<file path="config.mk">
export PLATFORM = sky130hd
export DESIGN_NAME = capture_bank_scheduler
export DESIGN_NICKNAME = d
export VERILOG_FILES = /design/src/rtl/capture_bank_scheduler_pkg.sv /design/src/rtl/capture_bank_scheduler_rr_pick8.sv /design/src/rtl/capture_bank_scheduler.sv
export SDC_FILE = /design/constraint.sdc
export NUM_CORES = 1
export LEC_CHECK = 0
export ABC_AREA = 1
export CAP_MARGIN = 20
export CORE_UTILIZATION = 25
export DETAILED_ROUTE_END_ITERATION = 8
export GPL_TIMING_DRIVEN = 1
export PLACE_DENSITY = 0.6
export SYNTH_ARGS = -nofsm -noshare
export SYNTH_HDL_FRONTEND = slang
export SYNTH_SLANG_ARGS = --single-unit
</file>
<file path="constraint.sdc">
create_clock -name clk_i -period 5 [get_ports clk_i]
set_input_delay 1 -clock clk_i [delete_from_list [all_inputs] [get_ports clk_i]]
set_output_delay 1 -clock clk_i [all_outputs]
set_load 0.02 [all_outputs]
</file>
<file path="src/rtl/capture_bank_scheduler_pkg.sv">
// Shared constants and FSM encoding for the capture bank scheduler.
package capture_bank_scheduler_pkg;

  localparam int unsigned CH   = 8;
  localparam int unsigned SELW = 3;

  typedef enum logic {
    StIdle    = 1'b0,
    StPresent = 1'b1
  } state_e;

endpackage

</file>
<file path="src/rtl/capture_bank_scheduler_rr_pick8.sv">
// Combinational rotating-priority encoder: first set bit of pending_i scanning
// from ptr_i upward with wrap from 7 to 0.
module rr_pick8
  import capture_bank_scheduler_pkg::*;
(
  input  logic [CH-1:0]   pending_i,
  input  logic [SELW-1:0] ptr_i,
  output logic [SELW-1:0] grant_o,
  output logic            any_o
);

  logic [SELW-1:0] idx;

  // Walk offsets from farthest to nearest so the nearest pending index wins.
  always_comb begin
    grant_o = '0;
    idx     = '0;
    any_o   = |pending_i;
    for (int i = CH - 1; i >= 0; i--) begin
      idx = ptr_i + SELW'(i);
      if (pending_i[idx]) begin
        grant_o = idx;
      end
    end
  end

endmodule

</file>
<file path="src/rtl/capture_bank_scheduler.sv">
// Eight per-channel capture registers feeding an 8:1 mux, served round-robin
// to a downstream valid/ready consumer.
module capture_bank_scheduler
  import capture_bank_scheduler_pkg::*;
#(
  parameter int unsigned N = 32
) (
  input  logic            clk_i,
  input  logic            rst_ni,
  input  logic [CH-1:0]   ld_i,
  input  logic [N-1:0]    din0_i,
  input  logic [N-1:0]    din1_i,
  input  logic [N-1:0]    din2_i,
  input  logic [N-1:0]    din3_i,
  input  logic [N-1:0]    din4_i,
  input  logic [N-1:0]    din5_i,
  input  logic [N-1:0]    din6_i,
  input  logic [N-1:0]    din7_i,
  input  logic            ovf_clr_i,
  output logic [N-1:0]    q0_o,
  output logic [N-1:0]    q1_o,
  output logic [N-1:0]    q2_o,
  output logic [N-1:0]    q3_o,
  output logic [N-1:0]    q4_o,
  output logic [N-1:0]    q5_o,
  output logic [N-1:0]    q6_o,
  output logic [N-1:0]    q7_o,
  output logic [SELW-1:0] sel_o,
  output logic            out_valid_o,
  input  logic            out_ready_i,
  output logic [CH-1:0]   pending_o,
  output logic [CH-1:0]   overflow_o
);

  logic [CH-1:0][N-1:0] q_q, q_d, din;
  logic [CH-1:0]        pending_q, pending_d;
  logic [CH-1:0]        overflow_q, overflow_d, ovf_set;
  logic [SELW-1:0]      sel_q, sel_d, ptr_q, ptr_d, grant;
  logic                 out_valid_q, out_valid_d, any, hs;
  state_e               state_q, state_d;

  assign din = {din7_i, din6_i, din5_i, din4_i, din3_i, din2_i, din1_i, din0_i};
  assign hs  = out_valid_q & out_ready_i;

  rr_pick8 u_pick (
    .pending_i (pending_q),
    .ptr_i     (ptr_q),
    .grant_o   (grant),
    .any_o     (any)
  );

  // A load is accepted into an empty slot, or into the slot being consumed this
  // edge (refill); anything else is dropped and flagged.
  always_comb begin
    q_d       = q_q;
    pending_d = pending_q;
    ovf_set   = '0;
    if (hs) begin
      pending_d[sel_q] = 1'b0;
    end
    for (int k = 0; k < CH; k++) begin
      if (ld_i[k]) begin
        if (!pending_q[k] || (hs && (sel_q == SELW'(k)))) begin
          q_d[k]       = din[k];
          pending_d[k] = 1'b1;
        end else begin
          ovf_set[k] = 1'b1;
        end
      end
    end
    overflow_d = (ovf_clr_i ? '0 : overflow_q) | ovf_set;
  end

  always_comb begin
    state_d     = state_q;
    sel_d       = sel_q;
    out_valid_d = out_valid_q;
    ptr_d       = ptr_q;
    unique case (state_q)
      StIdle: begin
        if (any) begin
          sel_d       = grant;
          out_valid_d = 1'b1;
          state_d     = StPresent;
        end
      end
      StPresent: begin
        if (hs) begin
          ptr_d       = sel_q + SELW'(1);
          out_valid_d = 1'b0;
          state_d     = StIdle;
        end
      end
      default: state_d = StIdle;
    endcase
  end

  always_ff @(posedge clk_i or negedge rst_ni) begin
    if (!rst_ni) begin
      q_q         <= '0;
      pending_q   <= '0;
      overflow_q  <= '0;
      sel_q       <= '0;
      ptr_q       <= '0;
      out_valid_q <= 1'b0;
      state_q     <= StIdle;
    end else begin
      q_q         <= q_d;
      pending_q   <= pending_d;
      overflow_q  <= overflow_d;
      sel_q       <= sel_d;
      ptr_q       <= ptr_d;
      out_valid_q <= out_valid_d;
      state_q     <= state_d;
    end
  end

  assign q0_o        = q_q[0];
  assign q1_o        = q_q[1];
  assign q2_o        = q_q[2];
  assign q3_o        = q_q[3];
  assign q4_o        = q_q[4];
  assign q5_o        = q_q[5];
  assign q6_o        = q_q[6];
  assign q7_o        = q_q[7];
  assign sel_o       = sel_q;
  assign out_valid_o = out_valid_q;
  assign pending_o   = pending_q;
  assign overflow_o  = overflow_q;

endmodule
</file>
; ---- Word level (Yosys, flattened, before mapping)
; Cells that the tools add are included.
[word_totals]
elab_cells = 150
ff_bits = 280
[classes]
n_eq_ne = 9
n_bitwise = 5
reduce_logical = 38
n_mux = 66
magnitude_cmp = 10
addsub = 8
[op_table]
columns = operator, count
row1 = $mux W1, 45
row2 = $lt A3 B4 Y1 const B, 9
row3 = $bmux W1 S3, 8
row4 = $mux W3, 8
row5 = $reduce_and A2 Y1, 11
row6 = $mux W8, 2
row7 = $add A3 B3 Y3 const B, 4
row8 = $eq A3 B3 Y1 const B, 4
row9 = $logic_and A1 B1 Y1, 9
row10 = $and A8 B8 Y8, 1
row11 = $logic_not A1 Y1, 8
row12 = $logic_or A1 B1 Y1, 8
row13 = $not A8 Y8, 1
row14 = $or A8 B8 Y8, 1
row15 = $reduce_or A8 Y1, 1
row16 = $add A3 B1 Y3 const B, 2
row17 = $add A3 B2 Y3 const B, 2
row18 = $eq A3 B2 Y1 const B, 2
row19 = $ne A2 B2 Y1 const B, 2
row20 = $pmux W1 S2, 2
row21 = $demux W1 S3, 1
row22 = $eq A3 B1 Y1 const B, 1
row23 = $ge A3 B1 Y1 const B, 1
row24 = $logic_not A3 Y1, 1
row25 = 2 further kinds, 2

; ---- Depth between registers and ports, before layout
[depth]
ltp_word = 11
depth_mapped = 20

; ---- Modules after synthesis
; From an unflattened synthesis, not the netlist that was laid out.
[unflattened]
hier_cells = 1365
hier_area_um2 = 12090.3
[by_module_without_submodules]
columns = mod, instances, area_per_inst_um2, seq_area_each_um2, cells_each
row1 = capture_bank_scheduler, 1, 11402.2, 7006.7, 1236
row2 = rr_pick8, 1, 688.2, 0.0, 129

; ---- Worst setup path after synthesis
; OpenSTA, ideal clock, no wires.
[synth_timing]
kind = in2reg
startpoint = in out_ready_i
endpoint = reg q_q, in the netlist q3_o[10]
path_buffers = 1
required_time_ps = 4875
cell_stages = 7
setup_slack_ps = 2743
setup_time_ps = 125
arrival_time_ps = 2132
cell_sequence = nand2_2 -> inv_1 -> nand2_1 -> nand2_1 -> nand2_1 -> buf_2 -> mux2_2
[synth_between]
elab_chain_len = 4
[synth_lines]
columns = element, line_no
row1 = from (decl), capture_bank_scheduler.sv:30  ; input logic out_ready_i,
row2 = $and A1 B1 Y1, capture_bank_scheduler.sv:43  ; assign hs = out_valid_q & out_ready_i;
row3 = $logic_and A1 B1 Y1, capture_bank_scheduler.sv:63  ; if (!pending_q[k] || (hs && (sel_q == SELW'(k)))) begin
row4 = $logic_or A1 B1 Y1, capture_bank_scheduler.sv:63
row5 = $reduce_and A2 Y1 (no line), --
row6 = to (signal assigned), capture_bank_scheduler.sv:108  ; q_q <= q_d;
row7 = to (decl), capture_bank_scheduler.sv:35  ; logic [CH-1:0][N-1:0] q_q, q_d, din;
; Every way passes these cells.
; A chain may end at the register's enable or synchronous reset.

; ---- Worst setup path in the final report
[layout_timing]
startpoint = in out_ready_i
endpoint = reg q_q, in the netlist q0_o[16]
; The elaborated chain is that of the path after synthesis.

==> results.sh <==
export IMPL_status="completed"
export IMPL_start_util=0.255
export IMPL_grt_overflow=0
export IMPL_hold_class="in2async"
export IMPL_clk_path_buf_depth=3
export IMPL_required_ps=5400
export IMPL_arrival_ps=3380
export IMPL_rsz0062_at_grt="no"
export IMPL_synth_seq_area_share=0.601
export IMPL_synth_seq_cells=280
export IMPL_min_period_ps=2980
export IMPL_postSynthAreaPerCell_sq_um=14.7
export IMPL_antennaDiodeCount=0
export IMPL_synth_most_common_cell="dfrtp_1"
export IMPL_numCtsBuffers=35
export IMPL_yosys_warnings=0
export IMPL_crit_chain="clkdlybuf4s50_1, nand2_2, o31ai_1, nand2_2, mux2_2"
export IMPL_cpMaxStageDelayCell="nand2_2"
export IMPL_slew_headroom=0.397
export IMPL_cts_resized_gates=0
export IMPL_grt_max_degree=106
export IMPL_syn_nets=1069
export IMPL_setup_viol=0
export IMPL_timing_setup_tns_ps=0
export IMPL_crit_top_cell="nand2_2"
export IMPL_postCtsHoldBufs=0
export IMPL_viasPerCell=4.27
export IMPL_worstMarginPinSlew_ps=901
export IMPL_drc_errors=0
export IMPL_avgRoutedWirePerCell_um=18.7
export IMPL_grt_first_pass_wirelength_um=54800
export IMPL_die_x_um=218
export IMPL_holdWs_ps=469
export IMPL_core_rowCount=78
export IMPL_die_area_sq_mm=0.0475
export IMPL_critPathKind="in2reg"
export IMPL_clkLatencyLatePin_ps=540
export IMPL_mappedNetlistArea_sq_mm=0.0117
export IMPL_worst_setup_path_end_kind="flip-flop"
export IMPL_cts_sinks=280
export IMPL_synth_main_ff_cell="dfrtp_1"
export IMPL_antenna_found_initial=0
export IMPL_cts_tree="done"
export IMPL_startpoint_type="primary input"
export IMPL_peakVddDrop_mv=0.410
export IMPL_fin_cells=1971
export IMPL_hold_viol=0
export IMPL_worstPathMaxFanout=33
export IMPL_portBuffers=543
export IMPL_ctsHtreeMaxLevel=2
export IMPL_first_pass_iters=7
export IMPL_dp_cells=1911
export IMPL_syn2layout_area_growth_pct=60.7
export IMPL_cts_setup_buffers=0
export IMPL_postLayoutCellArea_sq_mm=0.0187
export IMPL_fillers=4298
export IMPL_synth_common_cells="280 x dfrtp_1, 169 x mux2_2, 87 x mux2_4, 87 x nand2_1"
export IMPL_synthCells=793
export IMPL_synth_distinct_cells=27
export IMPL_nets=1626
export IMPL_yosysTopAreaCellShare=0.601
export IMPL_drv_slew=0
export IMPL_routabilityCongestion=0.807
export IMPL_period_share=0.595
export IMPL_power_mw=13.5
export IMPL_p_leak_nw=8.23
export IMPL_p_per_area_mw_per_mm2=722
export IMPL_synth_edf_count=0
export IMPL_grt_pass1_vias=9009
export IMPL_clockRootBuffer="clkbuf_16"
export IMPL_drive_gt1_frac=0.241
export IMPL_die_h_um=218
export IMPL_dpl_cell_area_sq_mm=0.0176
export IMPL_drt_iter0_markers=330
export IMPL_max_cap_violations=0
export IMPL_synth_top_area_cell="dfrtp_1"
export IMPL_maxClockFrequency_mhz=336
export IMPL_ant_nets=0
export IMPL_finClkSkew_ps=27.3
export IMPL_critical_path_top_delay_family="simple AND/OR/NAND/NOR gates"
export IMPL_cpPeakStageDelay_ps=640
export IMPL_synthArstFlopShare=1.00
export IMPL_path_clk_slew_ps=60
export IMPL_wl_um=36800
export IMPL_core_sq_mm=0.0457
export IMPL_ys_top_cells_by_area="dfrtp_1 60%, mux2_2 16%, mux2_4 11%"
export IMPL_dpl_hpwl_um=27600
export IMPL_io_pins=544
export IMPL_path_buf_inv=1
export IMPL_grt_use_total=0.152
export IMPL_vias=8413
## registers in the layout (all words and copies together), names as in the netlist
| signal | flops |
|---|---|
| q0_o | 32 |
| q1_o | 32 |
| q2_o | 32 |
| q3_o | 32 |
| q4_o | 32 |
| q5_o | 32 |
| q6_o | 32 |
| q7_o | 32 |
| overflow_o | 8 |
| pending_o | 8 |
| ptr_q | 3 |
| sel_o | 3 |
| out_valid_o | 1 |
| state_q | 1 |
## area by class of cell
class	count	area [sq um]	area share
flip-flops and latches	280	7010	0.374
clock buffers	49	1030	0.0550
repair buffers	550	5560	0.296
well taps	600	751	0.0400
inverters	39	149	0.00794
clock inverters	9	60.1	0.00320
multi-input cells	444	4190	0.224
## cell usage in the layout (no fill, tap or decap), drive strengths merged
cell type	instances
a21oi	10
a31oi	3
buf	8
clkbuf	49
clkdlybuf4s50	542
clkinv	5
clkinvlp	3
dfrtp	280
ha	8
inv	40
mux2	256
mux2i	1
nand2	95
nand3	37
nor2	4
nor4	2
o21ai	14
o22ai	6
o31ai	6
xnor2	1
xor2	1
## cell families after synthesis
group,after synthesis,share of synthesized area
flops,280,0.601
xor+xnor,2,0.00150
compound gates,39,0.0225
mux,257,0.276
buf+inv,69,0.0398
fa+ha+maj,8,0.00858
simple gates,138,0.0509
## stage by stage
stage | setup WS [ps] | util
3_5_place_dp | 1380 | 0.386
5_1_grt | 1800 | 0.410
6_report | 2020 | 0.410
4_1_cts | 1970 | 0.410
3_3_place_gp | 1440 | 0.385
2_1_floorplan | 2740 | -
## metal layers
layer / up-vias / GRT usage / wire, um
li1: 3847 / - / -
met4: 0 / 0.0480 / 737
met2: 378 / 0.254 / 18100
met3: 47 / 0.0596 / 3950
met1: 4141 / 0.177 / 14100
met5: - / 0 / 0
## where the power goes
part           internal (mW)  switching [mW]  total, mW
clock network           1.44           0.994       2.43
logic                   3.61            3.34       6.96
registers               3.42           0.731       4.15
## final timing paths
path                              from        to  slack [ps]  cells past startpoint
max                        out_ready_i  q0_o[16]        2020                      5
min                             rst_ni   q3_o[8]         470                      1
max reg2reg                   sel_o[0]  q0_o[16]        2300                      6
min reg2reg                   q1_o[11]  q1_o[11]         500                      1
max in group asynchronous       rst_ni  q0_o[30]        3370                      2
min in group clk_i            q1_o[11]  q1_o[11]         500                      1
(Power assumes the default switching activity.)
